File: src/rtl/digota_pkg.sv
// Shared types and constants for the differential DIGOTA driver.
package digota_pkg;

  typedef enum logic [1:0] {OFF, CM_IN, RUN, CM_OUT} state_t;

  // Drive pair encoded as {INpb, INmb}, both active-low
  localparam logic [1:0] DRV_IDLE = 2'b11;
  localparam logic [1:0] DRV_CM   = 2'b00;
  localparam logic [1:0] DRV_POS  = 2'b01;
  localparam logic [1:0] DRV_NEG  = 2'b10;

  function automatic logic [31:0] midscale(input int w);
    return 32'd1 << (w - 1);
  endfunction

endpackage

File: src/rtl/digota_dsm_mod.sv
// First-order delta-sigma modulator: the carry out of acc + code is the bitstream bit.
module digota_dsm_mod #(
  parameter int WIDTH = 8
) (
  input  logic             clk,
  input  logic             rst_n,
  input  logic             i_clr,
  input  logic             i_step,
  input  logic [WIDTH-1:0] i_code,
  output logic             o_bit
);

  logic [WIDTH-1:0] r_acc;
  logic [WIDTH:0]   w_sum;

  assign w_sum = {1'b0, r_acc} + {1'b0, i_code};
  assign o_bit = w_sum[WIDTH];

  always_ff @(posedge clk) begin
    if (!rst_n || i_clr) r_acc <= '0;
    else if (i_step)     r_acc <= w_sum[WIDTH-1:0];
  end

endmodule

File: src/rtl/diff_digota_driver.sv
// Sequenced differential drive (OFF -> CM_IN -> RUN -> CM_OUT) for a digital OTA stage.
// Optional build macro DIGOTA_DEADTIME_EN inserts one IDLE cycle at each RUN polarity change.
module diff_digota_driver
  import digota_pkg::*;
#(
  parameter int WIDTH     = 8,
  parameter int CM_CYCLES = 4,
  parameter int CNT_W     = 8
) (
  input  logic             clk,
  input  logic             rst_n,
  input  logic             en,
  input  logic [WIDTH-1:0] code,
  input  logic             code_valid,
  output logic             code_ready,
  output logic             INpb,
  output logic             INmb,
  output logic             oe,
  output logic             busy
);

  localparam logic [CNT_W-1:0] CM_LAST = CNT_W'(CM_CYCLES - 1);

  state_t           r_state, w_nxt;
  logic [CNT_W-1:0] r_cnt, w_cnt_nxt;
  logic [WIDTH-1:0] r_code;
  logic [1:0]       r_drv, w_drv;
  logic             r_oe, r_busy, r_ready;
  logic             w_bit, w_step, w_clr, w_last, w_dead;

  assign w_last = (r_cnt == CM_LAST);

  always_comb begin
    w_nxt     = r_state;
    w_cnt_nxt = '0;
    case (r_state)
      OFF:    if (en) w_nxt = CM_IN;
      CM_IN: begin
        if (!en)         w_nxt = CM_OUT;
        else if (w_last) w_nxt = RUN;
        else             w_cnt_nxt = r_cnt + 1'b1;
      end
      RUN:    if (!en) w_nxt = CM_OUT;
      CM_OUT: begin
        // en is deliberately ignored here so the drain always completes
        if (w_last) w_nxt = OFF;
        else        w_cnt_nxt = r_cnt + 1'b1;
      end
      default: w_nxt = OFF;
    endcase
  end

  // The accumulator steps on every edge that lands in RUN and is held at zero
  // outside RUN, so each RUN entry starts from acc = 0.
  assign w_step = (w_nxt == RUN);
  assign w_clr  = !w_step && (r_state != RUN);

  digota_dsm_mod #(.WIDTH(WIDTH)) u_dsm (
    .clk    (clk),
    .rst_n  (rst_n),
    .i_clr  (w_clr),
    .i_step (w_step),
    .i_code (r_code),
    .o_bit  (w_bit)
  );

`ifdef DIGOTA_DEADTIME_EN
  logic r_prev_bit;

  always_ff @(posedge clk) begin
    if (!rst_n)      r_prev_bit <= 1'b0;
    else if (w_step) r_prev_bit <= w_bit;
  end

  // No deadtime on the first RUN cycle: the previous drive was CM, not a polarity
  assign w_dead = (r_state == RUN) && (w_bit != r_prev_bit);
`else
  assign w_dead = 1'b0;
`endif

  always_comb begin
    w_drv = DRV_IDLE;
    case (w_nxt)
      CM_IN, CM_OUT: w_drv = DRV_CM;
      RUN:           w_drv = w_dead ? DRV_IDLE : (w_bit ? DRV_POS : DRV_NEG);
      default:       w_drv = DRV_IDLE;
    endcase
  end

  // Outputs are registered from the next state so they line up with r_state
  always_ff @(posedge clk) begin
    if (!rst_n) begin
      r_state <= OFF;
      r_cnt   <= '0;
      r_code  <= WIDTH'(midscale(WIDTH));
      r_drv   <= DRV_IDLE;
      r_oe    <= 1'b0;
      r_busy  <= 1'b0;
      r_ready <= 1'b0;
    end else begin
      r_state <= w_nxt;
      r_cnt   <= w_cnt_nxt;
      if (code_valid && r_ready) r_code <= code;
      r_drv   <= w_drv;
      r_oe    <= (w_nxt != OFF);
      r_busy  <= (w_nxt != OFF);
      r_ready <= 1'b1;
    end
  end

  assign {INpb, INmb} = r_drv;
  assign oe           = r_oe;
  assign busy         = r_busy;
  assign code_ready   = r_ready;

endmodule

File: config.mk
export PLATFORM = sky130hd
export DESIGN_NAME = diff_digota_driver
export DESIGN_NICKNAME = d
export VERILOG_FILES = /design/src/rtl/digota_pkg.sv /design/src/rtl/digota_dsm_mod.sv /design/src/rtl/diff_digota_driver.sv
export SDC_FILE = /design/constraint.sdc
export NUM_CORES = 1
export LEC_CHECK = 0
export CORE_AREA = 2 2 57 59
export CTS_CLUSTER_DIAMETER = 30
export CTS_CLUSTER_SIZE = 40
export DETAILED_ROUTE_END_ITERATION = 10
export DIE_AREA = 0 0 59 61
export PLACE_DENSITY = 0.76
export SLEW_MARGIN = 5
export SYNTH_ARGS = -nofsm -noshare
export SYNTH_HDL_FRONTEND = slang
export SYNTH_SLANG_ARGS = --single-unit
File: constraint.sdc
create_clock -name clk -period 2.31 [get_ports clk]
set_input_delay 0.462 -clock clk [delete_from_list [all_inputs] [get_ports clk]]
set_output_delay 0.462 -clock clk [all_outputs]
set_load 0.01 [all_outputs]
After elaboration in Yosys (flattened, before gate mapping)
Index checks and enable logic that the tools add are counted.

Word-level logic and storage cells: 37. Bits in latches: 0. Output and inout bits: 5. Memories: 0. Bits in read-only memories: 0. Register bits: 30. Memory bits (writable): 0.

Divide/modulo/power cells: 0. Multiply operators: 0. Add/subtract/negate cells: 2. Mux-type cells: 12. Bitwise logic cells: 0. $lt $le $gt $ge: 0. Shift-type cells: 0. Reduce and logical (&&, ||, !) cells: 8. Eq/ne operators: 8.

Operators with widths (number): $mux W8 (2); $pmux W8 S2 (1); $mux W2 (6); $add A8 B8 Y9 (1); $add A8 B1 Y8 const B (1); $eq A2 B2 Y1 const B (4); $eq A8 B2 Y1 const B (1); $pmux W2 S4 (1); $eq A2 B1 Y1 const B (2); $pmux W2 S2 (1); $logic_and A1 B1 Y1 (2); $logic_not A1 Y1 (2); $logic_not A2 Y1 (1); $ne A2 B2 Y1 const B (1); $reduce_bool A2 Y1 (1); $reduce_or A2 Y1 (1); $logic_or A1 B1 Y1 (1); $mux W1 (1).

Depth between registers and ports, before layout
Gate-level depths: netlist of run 1.

Depth after elaboration: 8. Depth in mapped cells: 6. Mapped depth without buffers: 6.

Hierarchy
Synthesis of run 1 repeated with hierarchy kept, for this count alone.

Cells, all modules: 182. Area, all modules: 1602.8 um^2.

Modules (own cells, without submodules): diff_digota_driver (cells each 112, instances 1, area each 975.9 um^2); digota_dsm_mod (cells each 70, instances 1, area each 626.9 um^2).

Worst setup path after synthesis of run 1
No wires, ideal clock.

Kind: flip-flop to flip-flop. Start point: register r_code[0]. End point: register u_dsm.r_acc[6]. Required time: 2188 ps. Data arrival time: 1633 ps. Cell stages (with the launch flop): 7. Period minus slack after synthesis: 1755 ps. Setup slack: 555 ps. Path through: dfxtp_1 > ha_1 > fa_1 > a21o_1 > a221oi_1 > xor2_1 > o22ai_1.

Cells in the longest elaborated chain, start to end: 1.

RTL lines: start, declared (line diff_digota_driver.sv:26) `logic [WIDTH-1:0] r_code;`; start signal, assigned (line diff_digota_driver.sv:95) `r_code <= WIDTH'(midscale(WIDTH));`; start signal, assigned (line diff_digota_driver.sv:103) `if (code_valid && r_ready) r_code <= code;`; $add A8 B8 Y9 (line digota_dsm_mod.sv:16) `assign w_sum = {1'b0, r_acc} + {1'b0, i_code};`; end signal, assigned (line digota_dsm_mod.sv:21) `else if (i_step) r_acc <= w_sum[WIDTH-1:0];`; end, declared (line digota_dsm_mod.sv:13) `logic [WIDTH-1:0] r_acc;`.

No other way between the ends. A chain may end at the register's enable or synchronous reset.

Worst setup path after layout of run 1
Start point: register r_ready (netlist: code_ready). End point: output port code_ready.

RTL lines: start, declared (line diff_digota_driver.sv:28) `logic r_oe, r_busy, r_ready;`; start signal, assigned (line diff_digota_driver.sv:99) `r_ready <= 1'b0;`; start signal, assigned (line diff_digota_driver.sv:107) `r_ready <= 1'b1;`; end, declared (line diff_digota_driver.sv:15) `output logic code_ready,`.

No word-level cell between the ends.

==> reports/results.ini, run 1 <==
[pwr]
power.leakage_nw = 0.747
p_int_mw = 0.743
power_frac_clock_pct = 32.6
netSwitchingFraction_pct = 25.5
power_frac_seq_pct = 55.4
p_per_area_nw_per_um2 = 553
ir_drop_mv = 0.287
power_switching_mw = 0.254
p_comb_share_pct = 12.0

[routing]
first_iter_violations = 86
drcViolationCount = 0
wire_per_inst_um = 14.1
drt-total-wl_mm = 3.24
antenna_left = 0
vias_per_cell = 6.00
vias = 1380
firstDrtPassIters = 4

[synthesis]
ys.flop_type = dfxtp_1
syn-instance-count = 181
ys_top_cells_by_count = dfxtp_1, a21oi_1, nand2_1, nand3_1, nor2_1
synthTopCellsByArea = dfxtp_1, ha_1, a21oi_1
async_reset_ff_share_pct = 0
yosys_warnings = 0
synth_seq_cells = 30
synth_top_area_share_pct = 38.1
synth_largest_area_cell = dfxtp_1
yosysMostFrequentCell = dfxtp_1
syn_nets = 203
syn_avg_cell_area_um2 = 8.71
syn_area_um2 = 1580
synth_edf_count = 0
ys_types = 44
synth_seq_area_share_pct = 38.1

[die]
ios = 17
start_util_pct = 53.4
die_w_um = 59
dieHeight_um = 61
coreArea_um2 = 2950
dieArea_um2 = 3600
rows = 20

[timing]
slew_viol_final = 0
skew_ns = 0.0140
fin_ws_ns = 0.378
max_freq_mhz = 518
relSlewSlack_pct = 65.6
tightest_slew_ns = 0.512
hold_violations = 0
rsz0062_at_grt = false
final.setup.tns_ns = 0
finalCriticalPeriod_ns = 1.93
hold_slack_ns = 0.471
finalSetupViolCount = 0
period_share_pct = 83.6

[global_route]
overflow = 0
grt_max_degree = 14
grt_pass1_vias = 1204
antenna_found_initial = 0
grt_first_pass_wirelength_mm = 5.40
track_usage_pct = 20.0

[clock_network]
cts_tree = done
clk_latency_ns = 0.34
h-tree-depth = 2
clk_pin_slew_worst_paths_ns = 0.09
cts_resized = 0
cts_hold_buf = 0
cts_made_buffers = 5
cts.sinks = 30
post_cts_buffers = 0
cts.root.buffer_cell = clkbuf_4
clk_path_buf_depth = 2

[critical_path]
worstPathRequired_ns = 1.85
arrival_ns = 1.47
cp_slowest_cell = clkdlybuf4s50_1
max_stage_delay_ns = 0.61
cp_top_family = buffers and inverters
worstSetupPathType = reg2out
crit_chain = clkdlybuf4s50_1
startpoint_type = flip-flop
path_buf_inv = 1
crit_path_max_fanout = 10
worstSetupEndpointType = output pin

[placement]
place_congestion = 0.884
dpl_worst_slack_ns = 0.222
dp_hpwl_mm = 2.37
io_buffers = 16

[final_layout]
area_delta_synth_final_pct = 14.4
layout.nets = 218
fill_cells = 263
multi_input_area_um2 = 927
diodes = 0
drive_above_1_share_pct = 7.11
final-seq-area_um2 = 601

[worst_hold_path]
hold_path.class = reg2reg

[flow_run]
maxCapViolCount = 0

[status]
status = finished, final reports clean

worst register-to-register path: cells and delay by family, from the launching register on:
family	cells	cell delay [ns]
adder cells (fa/ha/maj)	2	0.67
AO/OA/AOI/OAI	3	0.63
XOR/XNOR	1	0.19
flip-flops	1	0.33
cells by family after synthesis:
group / synth area share [%]
mux: 0.635
compound gates: 19.5
buf+inv: 3.10
simple gates: 25.2
flops: 38.1
xor+xnor: 5.00
fa+ha+maj: 8.41
layout make-up:
type | instances | share of cell area, %
Timing Repair Buffer | 16 | 8.88
Tap cell | 33 | 2.29
Multi-Input combinational cell | 139 | 51.4
Clock inverter | 1 | 0.277
Clock buffer | 7 | 3.05
Sequential cell | 30 | 33.3
Inverter | 4 | 0.832
per-layer routing:
layer | part of all wire, % | global-route usage (%) | vias up | wire, um
met5 | 0 | 0 | - | 0
met4 | 2.1 | 9.09 | 0 | 69
met3 | 4.8 | 5.97 | 8 | 157
met2 | 44 | 30.2 | 33 | 1440
met1 | 49 | 26.4 | 647 | 1570
li1 | - | - | 692 | -
metrics by stage:
step                      std cells  power [mW]  cell area [um^2]  utilization, %
final                           230       0.998              1800            61.1
after global routing            230        1.04              1800            61.1
after CTS                       230        1.01              1800            61.1
after detailed placement        222       0.684              1740            59.1
after global placement          222       0.679              1740            59.1
after floorplan                 181       0.637              1580               -
sequential cells by signal, summed over array words and instances, names as in the netlist:
signal / cells
r_cnt: 8
r_code: 8
u_dsm.r_acc: 8
r_drv: 2
r_state: 2
busy: 1
code_ready: 1
layout by cell type (no fill, tap or decap), types with 4 or more instances in the layout:
cell type | synthesis | final
o21ai_0 | 6 | 6
clkbuf_4 | 0 | 5
dfxtp_1 | 30 | 30
and3_1 | 8 | 8
ha_1 | 9 | 9
nand2_1 | 14 | 14
inv_1 | 4 | 4
xnor2_1 | 5 | 5
a31oi_1 | 4 | 4
nand3_1 | 14 | 14
a21oi_1 | 14 | 14
nor2_1 | 13 | 13
clkdlybuf4s50_1 | 0 | 16
xor2_1 | 4 | 4
final timing paths:
check | startpoint | endpoint | slack, ns | depth (start not counted)
hold reg to reg | r_code[4] | r_code[4] | 0.47 | 2
hold / removal | r_code[4] | r_code[4] | 0.47 | 2
setup / recovery | code_ready | code_ready | 0.38 | 1
setup reg to reg | r_code[0] | u_dsm.r_acc[6] | 0.41 | 6
power groups by stage:
stage | combinational (mW) | clock [mW] | sequential [mW]
2_1_floorplan | 0.0804 | 0 | 0.557
4_1_cts | 0.120 | 0.337 | 0.552
6_report | 0.120 | 0.325 | 0.553
3_3_place_gp | 0.116 | 0 | 0.563
3_5_place_dp | 0.119 | 0 | 0.564
5_1_grt | 0.133 | 0.350 | 0.556
No activity file was read; power rests on OpenSTA's default activity.
==> inputs of run 2 (changes only) <==
==> constraint.sdc (replaced) <==
create_clock -name clk -period 1.8 [get_ports clk]
set_input_delay 0.36 -clock clk [delete_from_list [all_inputs] [get_ports clk]]
set_output_delay 0.36 -clock clk [all_outputs]
set_load 0.01 [all_outputs]
==> run 2 against run 1 <==
Effect of this change: count of clock-buffer cells in the layout did not move; sequential share of layout area fell by 2.2 points; die area did not move; global-route usage rose by 2.0 points; final area rose by 7.7%; core utilization rose by 4.7 points; clock power rose by 29%; critical path type is now reg2reg; largest cell class unchanged.
==> reports/results.ini, run 2 (synthesis gave the netlist of run 1 again) <==
[critical_path]
cp_slowest_cell = fa_2
cp_top_family = compound AO/OA/AOI/OAI gates
startpoint_type = flip-flop
r2r_slack_ns = 0.06
arrival_ns = 1.97
worstSetupPathType = reg2reg
max_stage_delay_ns = 0.37
path_buf_inv = 0
reg2regPathDepth = 6
cp.depth = 6
worstPathRequired_ns = 2.02
crit_chain = ha_4 > fa_2 > a21o_1 > a221oi_2 > xor2_1 > o22ai_1
worstReg2RegStart = u_dsm.r_acc[0]
worstSetupEndpointType = flip-flop
crit_path_max_fanout = 3
reg2reg_to = u_dsm.r_acc[6]

[global_route]
grt_first_pass_wirelength_mm = 5.95
grt_max_degree = 14
overflow = 0
track_usage_pct = 22.0
grt_pass1_vias = 1375
antenna_found_initial = 0

[clock_network]
clk_pin_slew_worst_paths_ns = 0.09
h-tree-depth = 2
cts_hold_buf = 0
cts.root.buffer_cell = clkbuf_4
clk_latency_ns = 0.33
cts.sinks = 30
clk_path_buf_depth = 2
cts_tree = done
cts_made_buffers = 5

[worst_hold_path]
min_from = r_cnt[0]
hold_path.class = reg2reg
min_to = r_cnt[0]
hold_depth = 1

[timing]
finalCriticalPeriod_ns = 1.74
skew_ns = 0.00786
max_freq_mhz = 574
fin_ws_ns = 0.0588
tightest_slew_ns = 0.583
hold_slack_ns = 0.438
hold_violations = 0
slew_viol_final = 0
period_share_pct = 96.7
relSlewSlack_pct = 61.1
rsz0062_at_grt = true
final.setup.tns_ns = 0
finalSetupViolCount = 0

[placement]
placed_cell_area_um2 = 1810
io_buffers = 16
dp.cells = 231
place_congestion = 0.889
dpl_worst_slack_ns = -0.0271
dp_hpwl_mm = 2.50

[pwr]
p_per_area_nw_per_um2 = 671
ir_drop_mv = 0.442
power_mw = 1.30
power.leakage_nw = 0.820

[final_layout]
area_delta_synth_final_pct = 23.3
layout_commonest_cell = dfxtp_1
fin_area_um2 = 1940
drive_above_1_share_pct = 16.7
diodes = 0
instances_no_fill = 243
layout_common_cells = dfxtp_1, clkdlybuf4s50_1, nand3_1, a21oi_1, nand2_1
layout.nets = 231
post-route-util_pct = 65.8
top_regs = r_cnt x8, r_code x8, u_dsm.r_acc x8

[routing]
vias_per_cell = 6.04
drcViolationCount = 0
antenna_left = 0
first_iter_violations = 72
firstDrtPassIters = 4
drt-total-wl_mm = 3.65
vias = 1468
wire_per_inst_um = 15.0

[die]
coreArea_um2 = 2950
dieArea_um2 = 3600
ios = 17
start_util_pct = 53.4
rows = 20
dieHeight_um = 61
die_w_um = 59

[flow_run]
maxCapViolCount = 0

[status]
status = finished, final reports clean

[run 2: final cells by class]
class                   count  area [um^2]
inverters                   4         15.0
repair buffers             29          262
fillers                   238         1010
multi-input cells         139          961
clock buffers               7         55.1
flip-flops and latches     30          604
well taps                  33         41.3
clock inverters             1         5.00
[run 2: worst max path at each step]
stage / from / end / slack [ns]
3_3_place_gp: r_code[0] / u_dsm.r_acc[6] / 0.02
3_5_place_dp: r_cnt[0] / u_dsm.r_acc[6] / -0.03
4_1_cts: r_cnt[1] / u_dsm.r_acc[6] / 0.03
5_1_grt: u_dsm.r_acc[0] / u_dsm.r_acc[6] / -0.04
6_report: u_dsm.r_acc[0] / u_dsm.r_acc[6] / 0.06
2_1_floorplan: r_code[0] / u_dsm.r_acc[6] / 0.05
[run 2: where the power goes]
| group | internal [mW] | total (mW) | switching [mW] |
|---|---|---|---|
| clock network | 0.189 | 0.418 | 0.229 |
| logic | 0.0920 | 0.177 | 0.0851 |
| registers | 0.687 | 0.708 | 0.0216 |
| total | 0.968 | 1.30 | 0.335 |
[run 2: metal layers]
layer / track usage, % / part of all wire, % / up-vias / wire (um)
met5: 0 / 0 / - / 0
met4: 10.7 / 2.1 / 0 / 76
met3: 5.97 / 4.8 / 7 / 174
met2: 35.7 / 50 / 52 / 1810
met1: 27.0 / 44 / 691 / 1590
li1: - / - / 718 / -
[run 2: repair_timing]
action,CTS,global route
gates resized for setup,4,8
pin swaps,1,6
setup endpoints to repair,6,10
buffers inserted,0,4
==> inputs of run 3 (changes only) <==
--- a/config.mk
+++ b/config.mk
@@ -5,6 +5,7 @@
 export SDC_FILE = /design/constraint.sdc
 export NUM_CORES = 1
 export LEC_CHECK = 0
+export CAP_MARGIN = 10
 export CORE_AREA = 2 2 57 59
 export CTS_CLUSTER_DIAMETER = 30
 export CTS_CLUSTER_SIZE = 40
==> results of run 3 <==
Same layout as run 2: the final DEF is identical, and so are final timing and power.
